$ cat config.mk
export PLATFORM = sky130hd
export DESIGN_NAME = alu_rs_flat
export DESIGN_NICKNAME = d
export VERILOG_FILES = /design/src/rtl/alu_rs_if.sv /design/src/rtl/alu_rs.sv /design/src/flat_wrapper.sv
export SDC_FILE = /design/constraint.sdc
export NUM_CORES = 1
export LEC_CHECK = 0
export BUFFER_PORTS_ARGS = -buffer_cell sky130_fd_sc_hd__buf_2
export CAP_MARGIN = 20
export CORE_ASPECT_RATIO = 0.5
export CORE_MARGIN = 2
export CORE_UTILIZATION = 60
export CTS_CLUSTER_SIZE = 40
export DETAILED_ROUTE_END_ITERATION = 16
export PLACE_DENSITY = 0.79
export SYNTH_ARGS = -nofsm -noshare
export SYNTH_HDL_FRONTEND = slang
export SYNTH_SLANG_ARGS = --single-unit
export TNS_END_PERCENT = 20
$ cat constraint.sdc
create_clock -name clk -period 4.3 [get_ports clk]
set_input_delay 0.43 -clock clk [delete_from_list [all_inputs] [get_ports clk]]
set_output_delay 0.43 -clock clk [all_outputs]
set_load 0.02 [all_outputs]
$ cat src/rtl/alu_rs_if.sv
`default_nettype none
// +----------------------------------------------------------------------------+
// | alu_rs_if                                                                  |
// | Dispatch, CDB snoop and ALU issue bundle around the ALU reservation station|
// | Revision: 1.0                                                              |
// +----------------------------------------------------------------------------+
interface alu_rs_if #(
  parameter int XLEN  = 32,
  parameter int DEPTH = 4,
  parameter int TAG_W = 4
);
  logic                    flush;
  logic                    disp_valid;
  logic                    disp_ready;
  logic [2:0]              disp_funct3;
  logic                    disp_opt;
  logic [XLEN-1:0]         disp_a_val;
  logic [TAG_W-1:0]        disp_a_tag;
  logic                    disp_a_rdy;
  logic [XLEN-1:0]         disp_b_val;
  logic [TAG_W-1:0]        disp_b_tag;
  logic                    disp_b_rdy;
  logic [TAG_W-1:0]        disp_dest;
  logic                    cdb_valid;
  logic [TAG_W-1:0]        cdb_tag;
  logic [XLEN-1:0]         cdb_data;
  logic                    alu_stall;
  logic                    iss_init;
  logic [XLEN-1:0]         iss_a;
  logic [XLEN-1:0]         iss_b;
  logic [2:0]              iss_funct3;
  logic                    iss_opt;
  logic [TAG_W-1:0]        iss_dest;
  logic [$clog2(DEPTH):0]  occupancy;

  modport slave (
    input  flush, disp_valid, disp_funct3, disp_opt,
           disp_a_val, disp_a_tag, disp_a_rdy,
           disp_b_val, disp_b_tag, disp_b_rdy, disp_dest,
           cdb_valid, cdb_tag, cdb_data, alu_stall,
    output disp_ready, iss_init, iss_a, iss_b, iss_funct3, iss_opt, iss_dest,
           occupancy
  );

  modport master (
    output flush, disp_valid, disp_funct3, disp_opt,
           disp_a_val, disp_a_tag, disp_a_rdy,
           disp_b_val, disp_b_tag, disp_b_rdy, disp_dest,
           cdb_valid, cdb_tag, cdb_data, alu_stall,
    input  disp_ready, iss_init, iss_a, iss_b, iss_funct3, iss_opt, iss_dest,
           occupancy
  );
endinterface
`default_nettype wire

$ cat src/rtl/alu_rs.sv
`default_nettype none
// +----------------------------------------------------------------------------+
// | alu_rs                                                                     |
// | Reservation station feeding the latched ALU; wakes operands from the CDB.  |
// | Revision: 1.0                                                              |
// +----------------------------------------------------------------------------+
module alu_rs #(
  parameter int XLEN  = 32,
  parameter int DEPTH = 4,
  parameter int TAG_W = 4
) (
  input  wire logic clk,
  input  wire logic rst_n,
  alu_rs_if.slave   rs
);
  localparam int IDX_W = $clog2(DEPTH);
  localparam int OCC_W = IDX_W + 1;
  localparam logic [OCC_W-1:0] C_DEPTH = OCC_W'(DEPTH);

  logic [DEPTH-1:0]  r_valid;
  logic [DEPTH-1:0]  r_a_rdy;
  logic [DEPTH-1:0]  r_b_rdy;
  logic [DEPTH-1:0]  r_opt;
  logic [2:0]        r_funct3 [DEPTH];
  logic [TAG_W-1:0]  r_dest   [DEPTH];
  logic [TAG_W-1:0]  r_a_tag  [DEPTH];
  logic [TAG_W-1:0]  r_b_tag  [DEPTH];
  logic [XLEN-1:0]   r_a_val  [DEPTH];
  logic [XLEN-1:0]   r_b_val  [DEPTH];
  logic [OCC_W-1:0]  r_occ;

  logic [XLEN-1:0]   r_last_a;
  logic [XLEN-1:0]   r_last_b;
  logic [2:0]        r_last_funct3;
  logic              r_last_opt;
  logic [TAG_W-1:0]  r_last_dest;

  logic [DEPTH-1:0]  w_ready;
  logic [DEPTH-1:0]  w_valid_nxt;
  logic              w_any;
  logic [IDX_W-1:0]  w_sel;
  logic [IDX_W-1:0]  w_free;
  logic              w_issue;
  logic              w_disp;
  logic              w_a_bypass;
  logic              w_b_bypass;

  // Descending scan so the lowest index is the last one written.
  always_comb begin
    w_ready = r_valid & r_a_rdy & r_b_rdy;
    w_any   = 1'b0;
    w_sel   = '0;
    w_free  = '0;
    for (int i = DEPTH - 1; i >= 0; i--) begin
      if (w_ready[i]) begin
        w_any = 1'b1;
        w_sel = IDX_W'(i);
      end
      if (!r_valid[i]) begin
        w_free = IDX_W'(i);
      end
    end
  end

  assign rs.disp_ready = (r_occ < C_DEPTH);
  assign w_issue       = w_any && !rs.alu_stall && !rs.flush;
  assign w_disp        = rs.disp_valid && rs.disp_ready && !rs.flush;
  assign w_a_bypass    = !rs.disp_a_rdy && rs.cdb_valid && (rs.cdb_tag == rs.disp_a_tag);
  assign w_b_bypass    = !rs.disp_b_rdy && rs.cdb_valid && (rs.cdb_tag == rs.disp_b_tag);

  // The free slot comes from registered valids, so a slot freed by this cycle's issue is not reused until next cycle.
  always_comb begin
    w_valid_nxt = r_valid;
    if (w_issue) w_valid_nxt[w_sel] = 1'b0;
    if (w_disp)  w_valid_nxt[w_free] = 1'b1;
  end

  always_ff @(posedge clk or negedge rst_n) begin
    if (!rst_n) begin
      r_valid <= '0;
      r_occ   <= '0;
    end else if (rs.flush) begin
      r_valid <= '0;
      r_occ   <= '0;
    end else begin
      r_valid <= w_valid_nxt;
      r_occ   <= r_occ + OCC_W'(w_disp) - OCC_W'(w_issue);
    end
  end

  // Payload needs no reset: it is only observed through a set valid bit.
  for (genvar g = 0; g < DEPTH; g++) begin : g_entry
    always_ff @(posedge clk) begin
      if (w_disp && (w_free == IDX_W'(g))) begin
        r_funct3[g] <= rs.disp_funct3;
        r_opt[g]    <= rs.disp_opt;
        r_dest[g]   <= rs.disp_dest;
        r_a_tag[g]  <= rs.disp_a_tag;
        r_b_tag[g]  <= rs.disp_b_tag;
        r_a_rdy[g]  <= rs.disp_a_rdy || w_a_bypass;
        r_b_rdy[g]  <= rs.disp_b_rdy || w_b_bypass;
        r_a_val[g]  <= w_a_bypass ? rs.cdb_data : rs.disp_a_val;
        r_b_val[g]  <= w_b_bypass ? rs.cdb_data : rs.disp_b_val;
      end else begin
        if (r_valid[g] && !r_a_rdy[g] && rs.cdb_valid && (r_a_tag[g] == rs.cdb_tag)) begin
          r_a_val[g] <= rs.cdb_data;
          r_a_rdy[g] <= 1'b1;
        end
        if (r_valid[g] && !r_b_rdy[g] && rs.cdb_valid && (r_b_tag[g] == rs.cdb_tag)) begin
          r_b_val[g] <= rs.cdb_data;
          r_b_rdy[g] <= 1'b1;
        end
      end
    end
  end

  always_ff @(posedge clk or negedge rst_n) begin
    if (!rst_n) begin
      r_last_a      <= '0;
      r_last_b      <= '0;
      r_last_funct3 <= '0;
      r_last_opt    <= 1'b0;
      r_last_dest   <= '0;
    end else if (w_issue) begin
      r_last_a      <= r_a_val[w_sel];
      r_last_b      <= r_b_val[w_sel];
      r_last_funct3 <= r_funct3[w_sel];
      r_last_opt    <= r_opt[w_sel];
      r_last_dest   <= r_dest[w_sel];
    end
  end

  assign rs.iss_init   = w_issue;
  assign rs.iss_a      = w_issue ? r_a_val[w_sel]  : r_last_a;
  assign rs.iss_b      = w_issue ? r_b_val[w_sel]  : r_last_b;
  assign rs.iss_funct3 = w_issue ? r_funct3[w_sel] : r_last_funct3;
  assign rs.iss_opt    = w_issue ? r_opt[w_sel]    : r_last_opt;
  assign rs.iss_dest   = w_issue ? r_dest[w_sel]   : r_last_dest;
  assign rs.occupancy  = r_occ;
endmodule
`default_nettype wire

$ cat src/flat_wrapper.sv
// flat-port wrapper written by rule: the top's interface ports become plain ports
module alu_rs_flat 
#(
  parameter int XLEN  = 32,
  parameter int DEPTH = 4,
  parameter int TAG_W = 4
)
  (clk, rst_n, rs_flush, rs_disp_valid, rs_disp_funct3, rs_disp_opt, rs_disp_a_val, rs_disp_a_tag, rs_disp_a_rdy, rs_disp_b_val, rs_disp_b_tag, rs_disp_b_rdy, rs_disp_dest, rs_cdb_valid, rs_cdb_tag, rs_cdb_data, rs_alu_stall, rs_disp_ready, rs_iss_init, rs_iss_a, rs_iss_b, rs_iss_funct3, rs_iss_opt, rs_iss_dest, rs_occupancy);
  alu_rs_if #(.XLEN(XLEN), .DEPTH(DEPTH), .TAG_W(TAG_W)) rs_i ();
  input  wire logic clk;
  input  wire logic rst_n;
  input wire logic [$bits(rs_i.flush)-1:0] rs_flush;
  input wire logic [$bits(rs_i.disp_valid)-1:0] rs_disp_valid;
  input wire logic [$bits(rs_i.disp_funct3)-1:0] rs_disp_funct3;
  input wire logic [$bits(rs_i.disp_opt)-1:0] rs_disp_opt;
  input wire logic [$bits(rs_i.disp_a_val)-1:0] rs_disp_a_val;
  input wire logic [$bits(rs_i.disp_a_tag)-1:0] rs_disp_a_tag;
  input wire logic [$bits(rs_i.disp_a_rdy)-1:0] rs_disp_a_rdy;
  input wire logic [$bits(rs_i.disp_b_val)-1:0] rs_disp_b_val;
  input wire logic [$bits(rs_i.disp_b_tag)-1:0] rs_disp_b_tag;
  input wire logic [$bits(rs_i.disp_b_rdy)-1:0] rs_disp_b_rdy;
  input wire logic [$bits(rs_i.disp_dest)-1:0] rs_disp_dest;
  input wire logic [$bits(rs_i.cdb_valid)-1:0] rs_cdb_valid;
  input wire logic [$bits(rs_i.cdb_tag)-1:0] rs_cdb_tag;
  input wire logic [$bits(rs_i.cdb_data)-1:0] rs_cdb_data;
  input wire logic [$bits(rs_i.alu_stall)-1:0] rs_alu_stall;
  output wire logic [$bits(rs_i.disp_ready)-1:0] rs_disp_ready;
  output wire logic [$bits(rs_i.iss_init)-1:0] rs_iss_init;
  output wire logic [$bits(rs_i.iss_a)-1:0] rs_iss_a;
  output wire logic [$bits(rs_i.iss_b)-1:0] rs_iss_b;
  output wire logic [$bits(rs_i.iss_funct3)-1:0] rs_iss_funct3;
  output wire logic [$bits(rs_i.iss_opt)-1:0] rs_iss_opt;
  output wire logic [$bits(rs_i.iss_dest)-1:0] rs_iss_dest;
  output wire logic [$bits(rs_i.occupancy)-1:0] rs_occupancy;
  assign rs_i.flush = rs_flush;
  assign rs_i.disp_valid = rs_disp_valid;
  assign rs_i.disp_funct3 = rs_disp_funct3;
  assign rs_i.disp_opt = rs_disp_opt;
  assign rs_i.disp_a_val = rs_disp_a_val;
  assign rs_i.disp_a_tag = rs_disp_a_tag;
  assign rs_i.disp_a_rdy = rs_disp_a_rdy;
  assign rs_i.disp_b_val = rs_disp_b_val;
  assign rs_i.disp_b_tag = rs_disp_b_tag;
  assign rs_i.disp_b_rdy = rs_disp_b_rdy;
  assign rs_i.disp_dest = rs_disp_dest;
  assign rs_i.cdb_valid = rs_cdb_valid;
  assign rs_i.cdb_tag = rs_cdb_tag;
  assign rs_i.cdb_data = rs_cdb_data;
  assign rs_i.alu_stall = rs_alu_stall;
  assign rs_disp_ready = rs_i.disp_ready;
  assign rs_iss_init = rs_i.iss_init;
  assign rs_iss_a = rs_i.iss_a;
  assign rs_iss_b = rs_i.iss_b;
  assign rs_iss_funct3 = rs_i.iss_funct3;
  assign rs_iss_opt = rs_i.iss_opt;
  assign rs_iss_dest = rs_i.iss_dest;
  assign rs_occupancy = rs_i.occupancy;
  alu_rs #(.XLEN(XLEN), .DEPTH(DEPTH), .TAG_W(TAG_W)) u_core (.clk(clk), .rst_n(rst_n), .rs(rs_i));
endmodule
==> flow_summary.json, run 1 <==
{
  "start_util_pct": 60.74,
  "fillerInstances": 2073,
  "syn_inst": 1310,
  "clk_path_buf_depth": 3,
  "core-area_um2": 30180,
  "worst-setup-path-type": "reg2out",
  "die_h_um": 127.6,
  "yosysTopAreaCell": "edfxtp_1",
  "use_met3_pct": 5.155,
  "synth-seq-cells": 407,
  "switching_share_pct": 26.46,
  "port_buffers": 200,
  "busiest_layer": "met2",
  "drt-initial-drc-count": 1389,
  "htree_levels": 2,
  "syn_to_final_growth_pct": 14.36,
  "grt_overflow": 0,
  "synth_area_leaders": "edfxtp_1, mux2_2, dfrtp_1",
  "start_kind": "flip-flop",
  "finalSetupViolCount": 0,
  "ant_nets": 0,
  "reg2regPathDepth": 10,
  "syn_nets": 1437,
  "grt_max_degree": 57,
  "ys_top_cells_by_count": "edfxtp_1, mux2_2, a21oi_1, nand2_1, dfrtp_1",
  "fin_crit_sh_pct": 90.46,
  "hold_end": "u_core.r_dest[2][3]$_DFFE_PP_",
  "cts_tree": "built",
  "max-slew-margin-rel_pct": 25.37,
  "clkSinkCount": 407,
  "internal-power_mw": 7.192,
  "hp-start": "rs_disp_dest[3]",
  "multi_input_area_um2": 6066,
  "finClkSkew_ns": 0.02515,
  "hold_viol": 0,
  "yosysSeqAreaShare_pct": 64.52,
  "synth_area_um2": 18330,
  "clockPowerShare_pct": 34.8,
  "holdPathStages": 1,
  "cts_buffers": 36,
  "die_area_um2": 32050,
  "cts_setup_buffers": 0,
  "synth_edf_count": 328,
  "dp_cells": 1840,
  "vdd_drop_max_uv": 443.5,
  "antenna_found_initial": 7,
  "p_leak_nw": 7.408,
  "regArea_um2": 11830,
  "path_max_fanout": 50,
  "avgRoutedWirePerCell_um": 25.14,
  "avgSynthCellArea_um2": 13.99,
  "grt_pass1_vias": 12850,
  "grt_pass1_wl_um": 73000,
  "io-pin-count": 201,
  "status": "complete, no violations",
  "slew_viol_final": 0,
  "cap_violations": 0,
  "dp_hpwl_um": 28440,
  "rrSetupSlack_ns": 1.02,
  "dp_slack_ns": 1.015,
  "nets": 1612,
  "gp_congestion": 0.8543,
  "use_met2_pct": 49.55,
  "setup_slack_ns": 0.4102,
  "grtUsageTotal_pct": 29.93,
  "clk_pin_slew_ns": 0.07,
  "drc": 0,
  "worst_pin_slew_ns": 1.116,
  "final_cells": 1916,
  "use_met1_pct": 41.14,
  "yosysWarnings": 0,
  "max_freq_mhz": 257.1,
  "clock_latency_ns": 0.54,
  "dr.pass1.iters": 8,
  "drive_gt1_share_pct": 37.06,
  "netSwitchingPower_mw": 2.587,
  "die_width_um": 251.2,
  "combPwrFrac_pct": 16.5,
  "hold_slack_ns": 0.09988,
  "startpoint": "u_core.r_valid[0]$_DFF_PN0_",
  "seq_power_share_pct": 48.7,
  "worstSetupEndpointType": "output pin",
  "vias": 12400,
  "rr_endpoint": "u_core.rs.occupancy[2]$_DFF_PN0_",
  "tns_ns": 0,
  "powerDensity_nw_per_um2": 466.5,
  "period_needed_ns": 3.890,
  "worstPathArrival_ns": 3.46,
  "async_flop_share_pct": 19.41,
  "wirelength_um": 48170,
  "power.total_mw": 9.779,
  "fp-row-count": 45,
  "synthDistinctLibCells": 45,
  "critical_path_required_ns": 3.87,
  "via_per_inst": 6.471,
  "cts_root_buf": "clkbuf_16",
  "rsz0062_at_grt": "false",
  "yosysTopAreaCellShare_pct": 53.73,
  "hp-class": "in2reg",
  "r2r-start": "u_core.r_valid[0]$_DFF_PN0_",
  "synth_most_common_cell": "edfxtp_1",
  "synth_ff_type": "edfxtp_1"
}
[critical path, cell delays in order (launching register included)]
cell and delay [ns]:
dfrtp_1 0.44, and3_4 0.72, o31ai_4 0.24, inv_4 0.48
buf_4 0.46, nor2_1 0.11, a21oi_1 0.22, buf_2 0.21
[area by class of cell]
class                      instances  share of cell area [%]
antenna                            6                 0.07163
sequential                       407                   56.42
inverter                          13                  0.2447
tap                              399                   2.382
multi-input combinational        803                   28.94
timing repair buffer             224                   6.053
clock inverter                    11                  0.7581
clock buffer                      53                   5.133
[placed cells by master, fill, tap and decap left out, types with 3 or more instances in the layout]
master,instances
edfxtp_1,328
mux2_2,252
buf_2,199
a21oi_1,132
nand2_1,88
dfrtp_1,79
nor2_1,69
nand3_1,68
a221oi_1,64
clkbuf_16,37
xnor2_1,27
buf_4,18
a22oi_1,16
nand2_2,15
xor2_1,12
inv_1,12
nor3_1,9
clkbuf_8,9
nand4_1,8
o221ai_1,8
clkbuf_1,7
diode_2,6
clkinv_2,6
buf_12,5
mux2_1,4
bufinv_16,4
nand4b_1,3
[timing repair]
action | CTS | global route
resized for setup | 0 | 0
hold endpoints to repair | 14 | 0
hold buffers | 1 | 0
[how the worst max path moves through the flow]
stage / endpoint
after floorplan: u_core.rs.occupancy[2]$_DFF_PN0_
after global placement: u_core.rs.occupancy[2]$_DFF_PN0_
after detailed placement: rs_iss_b[0]
after CTS: rs_iss_b[0]
after global routing: rs_iss_b[0]
final: rs_iss_b[0]
[flip-flops by register name, summed over array words and instances, names as in the netlist, 12 cells and up]
name             count
u_core.r_b_val     128
u_core.r_a_val     128
u_core.r_last_a     32
u_core.r_last_b     32
u_core.r_b_tag      16
u_core.r_dest       16
u_core.r_funct3     12
u_core.r_a_tag      16
[power by group through the flow]
stage | clock, mW | combinational (mW) | sequential (mW)
finish | 3.41 | 1.61 | 4.76
global route | 3.59 | 1.74 | 4.79
CTS | 3.44 | 1.61 | 4.76
detailed placement | 0 | 1.59 | 4.84
global placement | 0 | 1.54 | 4.83
floorplan | 0 | 1.00 | 4.82
[kinds of logic after synthesis]
logic type	synth area share, %
AND/OR/NAND/NOR	6.539
adder cells (fa/ha/maj)	0.2457
buffers and inverters	2.778
flip-flops	64.52
AO/OA/AOI/OAI	8.328
multiplexers	15.73
XOR/XNOR	1.863
[routing by layer]
layer | part of all wire, % | routed length (µm)
met5 | 0.027 | 13
met4 | 2.0 | 980
met3 | 8.3 | 4002
met2 | 49 | 23530
met1 | 41 | 19640
[stage by stage]
step | util [%] | cell area (µm²)
CTS | 69.05 | 20840
floorplan | - | 18330
global placement | 64.93 | 19590
detailed placement | 64.93 | 19590
finish | 69.46 | 20960
global route | 69.45 | 20960
No activity file was read; power rests on OpenSTA's default activity.
==> run 2: changes to the inputs <==
--- a/config.mk
+++ b/config.mk
@@ -9,10 +9,10 @@
 export CAP_MARGIN = 20
 export CORE_ASPECT_RATIO = 0.5
 export CORE_MARGIN = 2
-export CORE_UTILIZATION = 60
+export CORE_UTILIZATION = 53
 export CTS_CLUSTER_SIZE = 40
 export DETAILED_ROUTE_END_ITERATION = 16
-export PLACE_DENSITY = 0.79
+export PLACE_DENSITY = 0.74
 export SYNTH_ARGS = -nofsm -noshare
 export SYNTH_HDL_FRONTEND = slang
 export SYNTH_SLANG_ARGS = --single-unit
==> constraint.sdc (replaced) <==
create_clock -name clk -period 3.35 [get_ports clk]
set_input_delay 0.335 -clock clk [delete_from_list [all_inputs] [get_ports clk]]
set_output_delay 0.335 -clock clk [all_outputs]
set_load 0.02 [all_outputs]
==> run 2 against run 1 <==
  * Sequential share of layout area shrank 0.62 points
  * Via count shrank 1.0%
  * Clock-buffer cell count shrank 5
  * Die area grew 13%
  * Worst setup slack lost 0.27 ns
  * Critical path depth is the same
  * Critical endpoint is now rs_iss_b[4]
  * Largest power group unchanged
==> flow_summary.json, run 2 (synthesized netlist as in run 1, its figures left out) <==
{
  "clockPowerShare_pct": 34.8,
  "cap_violations": 0,
  "nets": 1629,
  "htree_levels": 2,
  "p_leak_nw": 7.471,
  "multi_input_area_um2": 6062,
  "start_kind": "flip-flop",
  "drive_gt1_share_pct": 37.43,
  "ant_nets": 0,
  "slowest_stage": "edfxtp_1",
  "gp_congestion": 0.8675,
  "cts_buffers": 37,
  "grt_pass1_wl_um": 70960,
  "internal-power_mw": 9.160,
  "finalSetupViolCount": 0,
  "dp_hpwl_um": 29720,
  "finClkSkew_ns": 0.01810,
  "cts_setup_buffers": 0,
  "placed_cell_area_um2": 19920,
  "wirelength_um": 47820,
  "seq_power_share_pct": 48.7,
  "fin_crit_sh_pct": 95.68,
  "clk_path_buf_depth": 3,
  "grt_max_degree": 80,
  "combPwrFrac_pct": 16.6,
  "regArea_um2": 11830,
  "grt_overflow": 0,
  "status": "complete, no violations",
  "clock_latency_ns": 0.54,
  "critPathTopFamily": "simple AND/OR/NAND/NOR gates",
  "fillerInstances": 2586,
  "rsz0062_at_grt": "false",
  "path_max_fanout": 63,
  "final_common_cell": "edfxtp_1",
  "antenna_found_initial": 8,
  "vias": 12270,
  "clkSinkCount": 407,
  "stdcell_area_um2": 21190,
  "critical_path_required_ns": 3.01,
  "cpPeakStageDelay_ns": 0.47,
  "vdd_drop_max_uv": 345.3,
  "start_util_pct": 53.45,
  "grtUsageTotal_pct": 25.93,
  "die_h_um": 135.5,
  "core-area_um2": 34290,
  "die_width_um": 267,
  "switching_share_pct": 27.06,
  "powerDensity_nw_per_um2": 592.5,
  "cp_num_buf_inv": 2,
  "dr.pass1.iters": 8,
  "final_cells": 2012,
  "hold_viol": 0,
  "max-slew-margin-rel_pct": 34.33,
  "worst-setup-path-type": "reg2out",
  "io-pin-count": 201,
  "reg_top3": "u_core.r_a_val: 128 flops, u_core.r_b_val: 128 flops",
  "dp_cells": 1936,
  "clk_pin_slew_ns": 0.06,
  "via_per_inst": 6.098,
  "period_needed_ns": 3.205,
  "cts_root_buf": "clkbuf_16",
  "crit_chain": "nand3_4 -> nand2_2 -> nor3_4 -> buf_12 -> a221oi_1 -> a21oi_1 -> buf_2",
  "drc": 0,
  "tns_ns": 0,
  "routed.top_layer": "met5",
  "fp-row-count": 48,
  "grt_pass1_vias": 12220,
  "max_freq_mhz": 312.0,
  "drt-initial-drc-count": 1257,
  "port_buffers": 200,
  "cts_tree": "built",
  "worstSetupEndpointType": "output pin",
  "hp-class": "in2reg",
  "netSwitchingPower_mw": 3.398,
  "drt-met1-wl_um": 19540,
  "avgRoutedWirePerCell_um": 23.77,
  "worstPathArrival_ns": 2.87,
  "die_area_um2": 36180,
  "worst_pin_slew_ns": 0.9851,
  "slew_viol_final": 0,
  "layout_common_cells": "edfxtp_1, mux2_2, buf_2",
  "route.met3.wl_um": 3586,
  "syn_to_final_growth_pct": 15.62,
  "wl_met2_um": 23880
}
## run 2: final cells by class
cell class / instances / area share, %
Multi-Input combinational cell: 803 / 28.60
Clock inverter: 20 / 1.021
Sequential cell: 407 / 55.80
Inverter: 13 / 0.2420
Timing Repair Buffer: 240 / 6.695
Antenna cell: 6 / 0.07084
Clock buffer: 48 / 4.764
Tap cell: 475 / 2.804
## run 2: per-stage QoR
step	power, mW	worst slack (ns)	hold slack (ns)	utilization, %
floorplan	7.470	0.4965	0.03941	-
global placement	8.200	0.6369	0.4769	58.10
detailed placement	8.280	0.6181	0.4860	58.10
CTS	12.58	0.1721	0.003581	61.67
global route	12.98	0.02900	0.01433	61.80
finish	12.56	0.1447	0.01177	61.80
## run 2: routing by layer
layer  track usage, %  vias to the layer above
met2            43.45                      547
met4            7.054                        2
li1                 -                     5402
met3            4.653                       60
met1            35.22                     6258
met5                0                        -
## run 2: final timing paths
kind | startpoint | endpoint | slack [ns] | depth (start not counted)
worst max-delay path | u_core.r_b_rdy[1]$_SDFFCE_PN1P_ | rs_iss_b[4] | 0.14 | 7
worst min-delay path | rs_disp_opt | u_core.r_opt[0]$_DFFE_PP_ | 0.01 | 1
worst max register to register | u_core.r_b_rdy[1]$_SDFFCE_PN1P_ | u_core.rs.occupancy[2]$_DFF_PN0_ | 0.68 | 11
worst min register to register | u_core.r_last_a[23]$_DFF_PN0_ | u_core.r_last_a[23]$_DFF_PN0_ | 0.52 | 2
max in group asynchronous | rst_n | u_core.r_last_a[19]$_DFF_PN0_ | 2.27 | 3
min in group asynchronous | rst_n | u_core.r_last_dest[1]$_DFF_PN0_ | 0.39 | 2
## run 2: timing repair
action                    CTS  global route
resized for setup           0             0
hold buffers                0             1
hold endpoints to repair    0            42
## run 2: power by group through the flow
stage	clock network [mW]	registers, mW	logic, mW
floorplan	0	6.18	1.29
global placement	0	6.19	2.01
detailed placement	0	6.21	2.07
CTS	4.39	6.11	2.08
global route	4.60	6.14	2.23
finish	4.37	6.11	2.08
